--- config.mk ---
export PLATFORM = sky130hd
export DESIGN_NAME = div_stall_unit
export DESIGN_NICKNAME = d
export VERILOG_FILES = /design/src/rtl/div_stall_unit.sv
export SDC_FILE = /design/constraint.sdc
export NUM_CORES = 1
export LEC_CHECK = 0
export ABC_CLOCK_PERIOD_IN_PS = 5560
export BUFFER_PORTS_ARGS = -buffer_cell sky130_fd_sc_hd__buf_2
export CAP_MARGIN = 20
export CELL_PAD_IN_SITES_DETAIL_PLACEMENT = 0
export CELL_PAD_IN_SITES_GLOBAL_PLACEMENT = 1
export CORE_ASPECT_RATIO = 0.5
export CORE_MARGIN = 2
export CORE_UTILIZATION = 40
export CTS_CLUSTER_DIAMETER = 50
export DETAILED_ROUTE_END_ITERATION = 8
export PLACE_DENSITY_LB_ADDON = 0.15
export SKIP_LAST_GASP = 1
export SYNTH_ARGS = -nofsm -noshare
export SYNTH_HDL_FRONTEND = slang
export SYNTH_SLANG_ARGS = --single-unit
--- constraint.sdc ---
create_clock -name clk -period 5.56 [get_ports clk]
set_input_delay 0.278 -clock clk [delete_from_list [all_inputs] [get_ports clk]]
set_output_delay 0.278 -clock clk [all_outputs]
set_load 0.01 [all_outputs]
--- src/rtl/div_stall_unit.sv ---
// Radix-2 restoring divider (DIV/DIVU) for EX. Latency: WIDTH+1 cycles; 2 cycles for divide-by-zero.
// Holds the pipeline via combinational stallreq_for_ex until the result is ready; annul_i aborts at once.
// Optional macro DIV_EARLY_EXIT_EN: finishes in 1 cycle when |dividend| < |divisor|.
module div_stall_unit #(
    parameter int WIDTH = 32
) (
    input  logic               clk,
    input  logic               rst,
    input  logic               div_start_i,
    input  logic               div_signed_i,
    input  logic [WIDTH-1:0]   dividend_i,
    input  logic [WIDTH-1:0]   divisor_i,
    input  logic               annul_i,
    output logic               stallreq_for_ex,
    output logic               ready_o,
    output logic [2*WIDTH-1:0] result_o
);

    localparam int CW = (WIDTH > 1) ? $clog2(WIDTH) : 1;

    typedef enum logic [1:0] {
        S_IDLE    = 2'd0,
        S_DIVZERO = 2'd1,
        S_ON      = 2'd2,
        S_END     = 2'd3
    } state_t;

    state_t             state_q, state_d;
    logic [CW-1:0]      cnt_q, cnt_d;
    logic [WIDTH-1:0]   dvd_q, dvd_d;
    logic [WIDTH-1:0]   dvs_q, dvs_d;
    logic [WIDTH-1:0]   rem_q, rem_d;
    logic               neg_quo_q, neg_quo_d;
    logic               neg_rem_q, neg_rem_d;
    logic [2*WIDTH-1:0] result_q, result_d;
    logic               ready_q, ready_d;

    logic [WIDTH-1:0]   dvd_abs, dvs_abs;
    logic               start_ok;
    logic               last_step;
    logic [WIDTH:0]     rem_shift;
    logic [WIDTH-1:0]   rem_sub, rem_next, quo_next;
    logic [WIDTH-1:0]   quo_fix, rem_fix;
    logic               q_bit;
    logic               early_exit;

    // Operand magnitudes and one restoring step; the dividend register doubles as the quotient shifter.
    always_comb begin
        dvd_abs    = (div_signed_i && dividend_i[WIDTH-1]) ? (~dividend_i + WIDTH'(1)) : dividend_i;
        dvs_abs    = (div_signed_i && divisor_i[WIDTH-1])  ? (~divisor_i  + WIDTH'(1)) : divisor_i;
        start_ok   = div_start_i & ~annul_i;
        last_step  = (cnt_q == CW'(WIDTH - 1));
        rem_shift  = {rem_q, dvd_q[WIDTH-1]};
        q_bit      = (rem_shift >= {1'b0, dvs_q});
        rem_sub    = rem_shift[WIDTH-1:0] - dvs_q;
        rem_next   = q_bit ? rem_sub : rem_shift[WIDTH-1:0];
        quo_next   = {dvd_q[WIDTH-2:0], q_bit};
        quo_fix    = neg_quo_q ? (~quo_next + WIDTH'(1)) : quo_next;
        rem_fix    = neg_rem_q ? (~rem_next + WIDTH'(1)) : rem_next;
`ifdef DIV_EARLY_EXIT_EN
        early_exit = (divisor_i != '0) && (dvd_abs < dvs_abs);
`else
        early_exit = 1'b0;
`endif
    end

    // State register
    always_ff @(posedge clk or negedge rst) begin
        if (!rst) begin
            state_q <= S_IDLE;
        end else begin
            state_q <= state_d;
        end
    end

    // Next-state logic
    always_comb begin
        state_d = state_q;
        if (annul_i) begin
            state_d = S_IDLE;
        end else begin
            case (state_q)
                S_IDLE: begin
                    if (start_ok) begin
                        if (divisor_i == '0) begin
                            state_d = S_DIVZERO;
                        end else if (early_exit) begin
                            state_d = S_END;
                        end else begin
                            state_d = S_ON;
                        end
                    end
                end
                S_DIVZERO: state_d = S_END;
                S_ON:      state_d = last_step ? S_END : S_ON;
                S_END:     state_d = S_IDLE;
                default:   state_d = S_IDLE;
            endcase
        end
    end

    // Output logic; reset also drops the request so the pipeline is released immediately.
    always_comb begin
        stallreq_for_ex = rst & div_start_i & ~annul_i & (state_q != S_END);
        ready_o         = ready_q;
        result_o        = result_q;
    end

    // Datapath next values
    always_comb begin
        cnt_d     = cnt_q;
        dvd_d     = dvd_q;
        dvs_d     = dvs_q;
        rem_d     = rem_q;
        neg_quo_d = neg_quo_q;
        neg_rem_d = neg_rem_q;
        result_d  = result_q;
        ready_d   = 1'b0;
        if (!annul_i) begin
            case (state_q)
                S_IDLE: begin
                    if (start_ok) begin
                        cnt_d     = '0;
                        rem_d     = '0;
                        dvs_d     = dvs_abs;
                        neg_quo_d = div_signed_i & (dividend_i[WIDTH-1] ^ divisor_i[WIDTH-1]);
                        neg_rem_d = div_signed_i & dividend_i[WIDTH-1];
                        // Divide-by-zero reports the raw dividend, so keep it unmodified.
                        dvd_d     = (divisor_i == '0) ? dividend_i : dvd_abs;
                        if (early_exit) begin
                            result_d = {dividend_i, {WIDTH{1'b0}}};
                            ready_d  = 1'b1;
                        end
                    end
                end
                S_DIVZERO: begin
                    result_d = {dvd_q, {WIDTH{1'b1}}};
                    ready_d  = 1'b1;
                end
                S_ON: begin
                    dvd_d = quo_next;
                    rem_d = rem_next;
                    cnt_d = cnt_q + CW'(1);
                    if (last_step) begin
                        result_d = {rem_fix, quo_fix};
                        ready_d  = 1'b1;
                    end
                end
                default: begin
                end
            endcase
        end
    end

    always_ff @(posedge clk or negedge rst) begin
        if (!rst) begin
            cnt_q     <= '0;
            dvd_q     <= '0;
            dvs_q     <= '0;
            rem_q     <= '0;
            neg_quo_q <= 1'b0;
            neg_rem_q <= 1'b0;
            result_q  <= '0;
            ready_q   <= 1'b0;
        end else begin
            cnt_q     <= cnt_d;
            dvd_q     <= dvd_d;
            dvs_q     <= dvs_d;
            rem_q     <= rem_d;
            neg_quo_q <= neg_quo_d;
            neg_rem_q <= neg_rem_d;
            result_q  <= result_d;
            ready_q   <= ready_d;
        end
    end

endmodule

Word level (Yosys, flattened, before mapping). Cells that the tools add are included.

Logic and storage cells: 67. Register bits: 170. Output and inout bits: 66.

Bitwise gates (word level): 12. Add/sub/neg operators: 6. Muxes and demuxes: 22. Reductions and logical operators: 9. Equality and inequality tests: 8. $lt $le $gt $ge: 1.

Operator list (count): 32-bit two-way mux (8); 32-bit by 1-bit adder with 32-bit output, second input constant (4); 32-bit NOT (4); 32-bit case mux with 2 select lines (2); 64-bit case mux with 2 select lines (1); 64-bit two-way mux (1); 33-bit by 32-bit >= comparator with 1-bit output (1); 32-bit zero test (1); 32-bit subtractor (1); 5-bit case mux with 2 select lines (1); 3-bit AND reduction (3); 2-bit case mux with 4 select lines (1); 1-bit AND (6); 2-bit two-way mux (3); 2-bit != test, second input constant (3); 5-bit by 1-bit adder with 5-bit output, second input constant (1); 5-bit == test, second input constant (1); 5-bit two-way mux (1); 2-bit == test, second input constant (2); 2-bit nonzero test (2); 1-bit two-way mux (3); 3-bit != test, second input constant (1); 2-bit by 1-bit == test with 1-bit output, second input constant (1); 1-bit logical AND (2); 4 further kinds (4).

Depth between registers and ports, before layout.
Word-level depth: 7. Mapped depth: 24. Depth with buffers taken out: 20.

Worst setup path after synthesis. OpenSTA, ideal clock, no wires.

Path kind: reg-to-reg. Start: register rem_q[9]. End: register result_q[60] (netlist: result_o[60]). Setup time: 0.126 ns. Slack: 0.065 ns. Period minus slack after synthesis: 5.495 ns. Stages on the path, launching flop included: 24. Arrival time: 5.369 ns. Path through: dfrtp_1 -> ha_1 -> clkbuf_1 -> a21oi_1 -> o21a_1 -> nor2b_1 -> a31o_2 -> nand2_1 -> buf_2 -> buf_2 -> buf_1 -> nand2_1 -> o21ai_0 -> ha_1 -> nand3_1 -> or4b_2 -> nor3_1 -> nand3_1 -> o41a_1 -> or2_4 -> or2_0 -> o41a_1 -> xnor2_1 -> a221o_1.

Longest elaborated chain between the ends: 7.

RTL lines: start, declared (line 32) `logic [WIDTH-1:0] rem_q, rem_d;`; start signal, assigned (line 169) `rem_q <= rem_d;`; 32-bit subtractor or 33-bit by 32-bit >= comparator with 1-bit output (tied branches) (line 55, 54); 32-bit two-way mux (*) (line 56) `rem_next = q_bit ? rem_sub : rem_shift[WIDTH-1:0];`; 32-bit NOT (line 59) `rem_fix = neg_rem_q ? (~rem_next + WIDTH'(1)) : rem_next;`; 32-bit by 1-bit adder with 32-bit output (line 59); 32-bit two-way mux (*) (line 59); 64-bit two-way mux (*) (line 144) `if (last_step) begin`; 64-bit case mux with 2 select lines (*) (line 120) `case (state_q)`; end signal, assigned (line 172) `result_q <= result_d;`; end, declared (line 35) `logic [2*WIDTH-1:0] result_q, result_d;`.

Mark *: on every way between the ends. The rest lies on a longest branch, timed or not. The select of a mux whose other input is x is not followed. A chain may end at the register's enable or synchronous reset.

Worst setup path in the final report.
Start: register rem_q[3]. End: register result_q[60] (netlist: result_o[60]).

The elaborated chain is that of the path after synthesis.

==> results.py <==
metrics = {
    "timing": {
        "maxSlewViolCount": 0,
        "tns_ns": 0,
        "slew-limit-headroom_pct": 28.68,
        "finalCritPeriodShare_pct": 93.40,
        "final_hold_viol_count": 0,
        "finalSetupViolations": 0,
        "fmax_ghz": 0.1926,
        "tightest_slew_ns": 1.070,
        "min_period_ns": 5.193,
        "fin_skew_ns": 0.009653,
        "rsz0062_at_grt": "false",
    },
    "grt": {
        "overflow": 0,
        "grt_max_degree": 134,
        "antenna_found_initial": 1,
        "grt_pass1_wl_mm": 62.80,
        "grtUsageTotal_pct": 25.57,
        "grt_pass1_vias": 10700,
    },
    "yosys": {
        "syn_nets": 1587,
        "netlist_area_mm2": 0.01210,
        "postSynthAreaPerCell_um2": 8.205,
        "synth_ff_type": "dfrtp_1",
        "synthTopCellsByCount": "180 x o21ai_0, 175 x nand2_1, 170 x dfrtp_1",
        "synth_top_family_by_area": "compound AO/OA/AOI/OAI gates",
        "yosys-top-cells-area": "dfrtp_1 35%, o21ai_0 7.4%, xor2_1 6.0%, nand2_1 5.4%, a21oi_1 4.9%",
        "synthXorXnorAreaFrac_pct": 9.697,
        "synth_top_area_cell": "dfrtp_1",
        "synth-edff-count": 0,
        "ys_types": 77,
        "synth-seq-area-share_pct": 35.15,
        "synth-compound-area-share_pct": 24.74,
        "yosys.area_share.adder_pct": 4.507,
        "synth_most_common_cell": "o21ai_0",
        "yosys_register_bits": 170,
        "synth_top_cell_area_share_pct": 35.15,
        "yosys_warnings": 0,
        "synthCells": 1475,
        "synthMuxAreaShare_pct": 2.905,
        "ys_async_sr_fraction_pct": 100.0,
        "synth-simple-area-share_pct": 18.34,
    },
    "floorplan": {
        "io_pins": 135,
        "die_area_mm2": 0.03175,
        "start_util_pct": 41.17,
        "core-area_mm2": 0.02940,
        "rows": 44,
        "die_x_um": 250.0,
        "die_h_um": 127,
    },
    "worst_setup_path": {
        "cp-start-kind": "flip-flop",
        "critPathMaxFanout": 13,
        "timing.rr.start": "rem_q[3]$_DFFE_PN0P_",
        "crit_required_ns": 5.90,
        "slowest_delay_ns": 0.64,
        "ff2ff_path_depth": 19,
        "crit_type": "reg2reg",
        "rrSetupSlack_ns": 0.37,
        "critical_path.startpoint": "rem_q[3]$_DFFE_PN0P_",
        "crit-reg2reg-capture": "result_o[60]$_DFFE_PN0P_",
        "critPathSlowestCell": "or4b_2",
        "endpoint_kind": "flip-flop",
        "path_cells": "ha_2 -> and4_1 -> nor4b_2 -> a31oi_1 -> o21a_2 -> nand2_1 -> inv_2 -> mux2i_1 -> ha_1 -> nand3_1 -> or4b_2 -> nor3_1 -> nand3_1 -> o41a_1 -> or2_4 -> or2_0 -> o41a_1 -> xnor2_1 -> a221o_1",
        "worst_ep_arrival_time_ns": 5.53,
    },
    "place": {
        "gp_congestion": 0.9479,
        "hpwl_mm": 30.05,
        "placedCellCount": 1938,
        "port_buffers": 134,
    },
    "status": {
        "status": "finished, final reports clean",
    },
    "cells_and_area": {
        "final-seq-area_mm2": 0.004254,
        "area_growth_pct": 14.34,
        "multi_input_area_mm2": 0.007366,
        "drive_above_1_share_pct": 14.23,
        "antenna_cells": 0,
        "fillerInstances": 2932,
        "stdcell_count": 1972,
        "final_nets": 1680,
    },
    "clock_tree": {
        "cts_buffer_depth": 2,
        "numCtsBuffers": 17,
        "clkLatencyLatePin_ns": 0.46,
        "cts-root-buf": "clkbuf_16",
        "clock_sinks": 170,
        "cts.clk_slew.worst_paths_ns": 0.07,
        "tritoncts": "yes",
        "h-tree-depth": 4,
    },
    "drt": {
        "drt-total-wl_mm": 40.39,
        "num_vias": 11400,
        "dr.first_iter.drc_count": 952,
        "ant_nets": 0,
        "drc": 0,
        "wl_per_cell_um": 20.48,
        "via_per_inst": 5.783,
        "dr.pass1.iters": 6,
    },
    "min_path": {
        "min_path_cells": 3,
        "hold_path.class": "in2reg",
        "hp-start": "divisor_i[0]",
        "whs_endpoint": "dvs_q[0]$_DFFE_PN0P_",
    },
    "run": {
        "maxCapViolCount": 0,
    },
}
[registers in the layout, summed over array words and instances, names as in the netlist]
signal,count
neg_rem_q,1
state_q,2
neg_quo_q,1
cnt_q,5
dvd_q,32
rem_q,32
dvs_q,32
ready_o,1
result_o,64
[worst max-delay path, delay by kind of cell (launching register included)]
kind | cells | cell delay (ns)
adders and majority gates | 2 | 0.74
xor gates and xnor gates | 1 | 0.13
muxes | 1 | 0.23
and+or+nand+nor | 9 | 2.30
buffers and inverters | 1 | 0.06
AOI/OAI and AO/OA | 5 | 1.14
DFF | 1 | 0.43
[repair_timing]
action                     in CTS  in global routing
setup endpoints to repair       0                  4
resized for setup               0                 15
hold buffers                    1                  0
setup buffers                   0                  1
hold endpoints to repair       37                  0
[stage by stage]
stage	hold WS (ns)	utilization [%]	setup slack (ns)	area [µm²]
final	0.1379	47.07	0.3669	13840
after floorplan	-0.01759	-	0.06506	12100
after global placement	0.2176	44.76	0.3064	13160
after global routing	0.1354	47.07	0.006441	13840
after CTS	0.1128	46.85	0.1295	13770
after detailed placement	0.2246	44.76	0.1739	13160
[placed cells by master, fill, tap and decap left out, drive strengths merged, types with 15 or more instances in the layout]
cell type	n
a22oi	30
nand3	19
o31ai	27
xor2	83
a31oi	16
buf	164
a21oi	119
mux2i	34
inv	58
or3	18
clkbuf	20
a21o	15
ha	42
o21ai	187
and3	16
nor2	99
nand2	175
nor3	39
dfrtp	170
xnor2	51
[layout make-up]
type                    instances  share of cell area (%)
multi-input cells            1161                   53.23
flip-flops and latches        170                   30.74
repair buffers                165                   6.682
well taps                     391                   3.535
clock buffers                  20                   3.228
inverters                      53                   1.438
clock inverters                12                   1.148
[cells by family (layout without fill, tap and decap cells)]
group | Yosys count | after routing
compound gates | 486 | 486
simple gates | 463 | 463
flops | 170 | 170
buf+inv | 144 | 250
xor+xnor | 134 | 134
fa+ha+maj | 43 | 43
mux | 35 | 35
[worst max path at each step]
| stage | to | slack, ns | cells past startpoint |
|---|---|---|---|
| 2_1_floorplan | result_o[60]$_DFFE_PN0P_ | 0.07 | 23 |
| 6_report | result_o[60]$_DFFE_PN0P_ | 0.37 | 19 |
| 3_3_place_gp | result_o[60]$_DFFE_PN0P_ | 0.31 | 19 |
| 3_5_place_dp | result_o[60]$_DFFE_PN0P_ | 0.17 | 19 |
| 4_1_cts | result_o[60]$_DFFE_PN0P_ | 0.13 | 19 |
| 5_1_grt | result_o[60]$_DFFE_PN0P_ | 0.006 | 19 |
[routing by layer]
layer	wire [µm]	share of wire, %	track usage [%]	vias up
met2	16520	41	36.38	378
met5	0	0	0	-
met4	498	1.2	5.882	0
li1	-	-	-	5497
met3	2660	6.6	4.381	28
met1	20710	51	39.94	5501
Power is not shown: default switching activity piles up to over one toggle a cycle in this logic, so the estimate is an artifact.
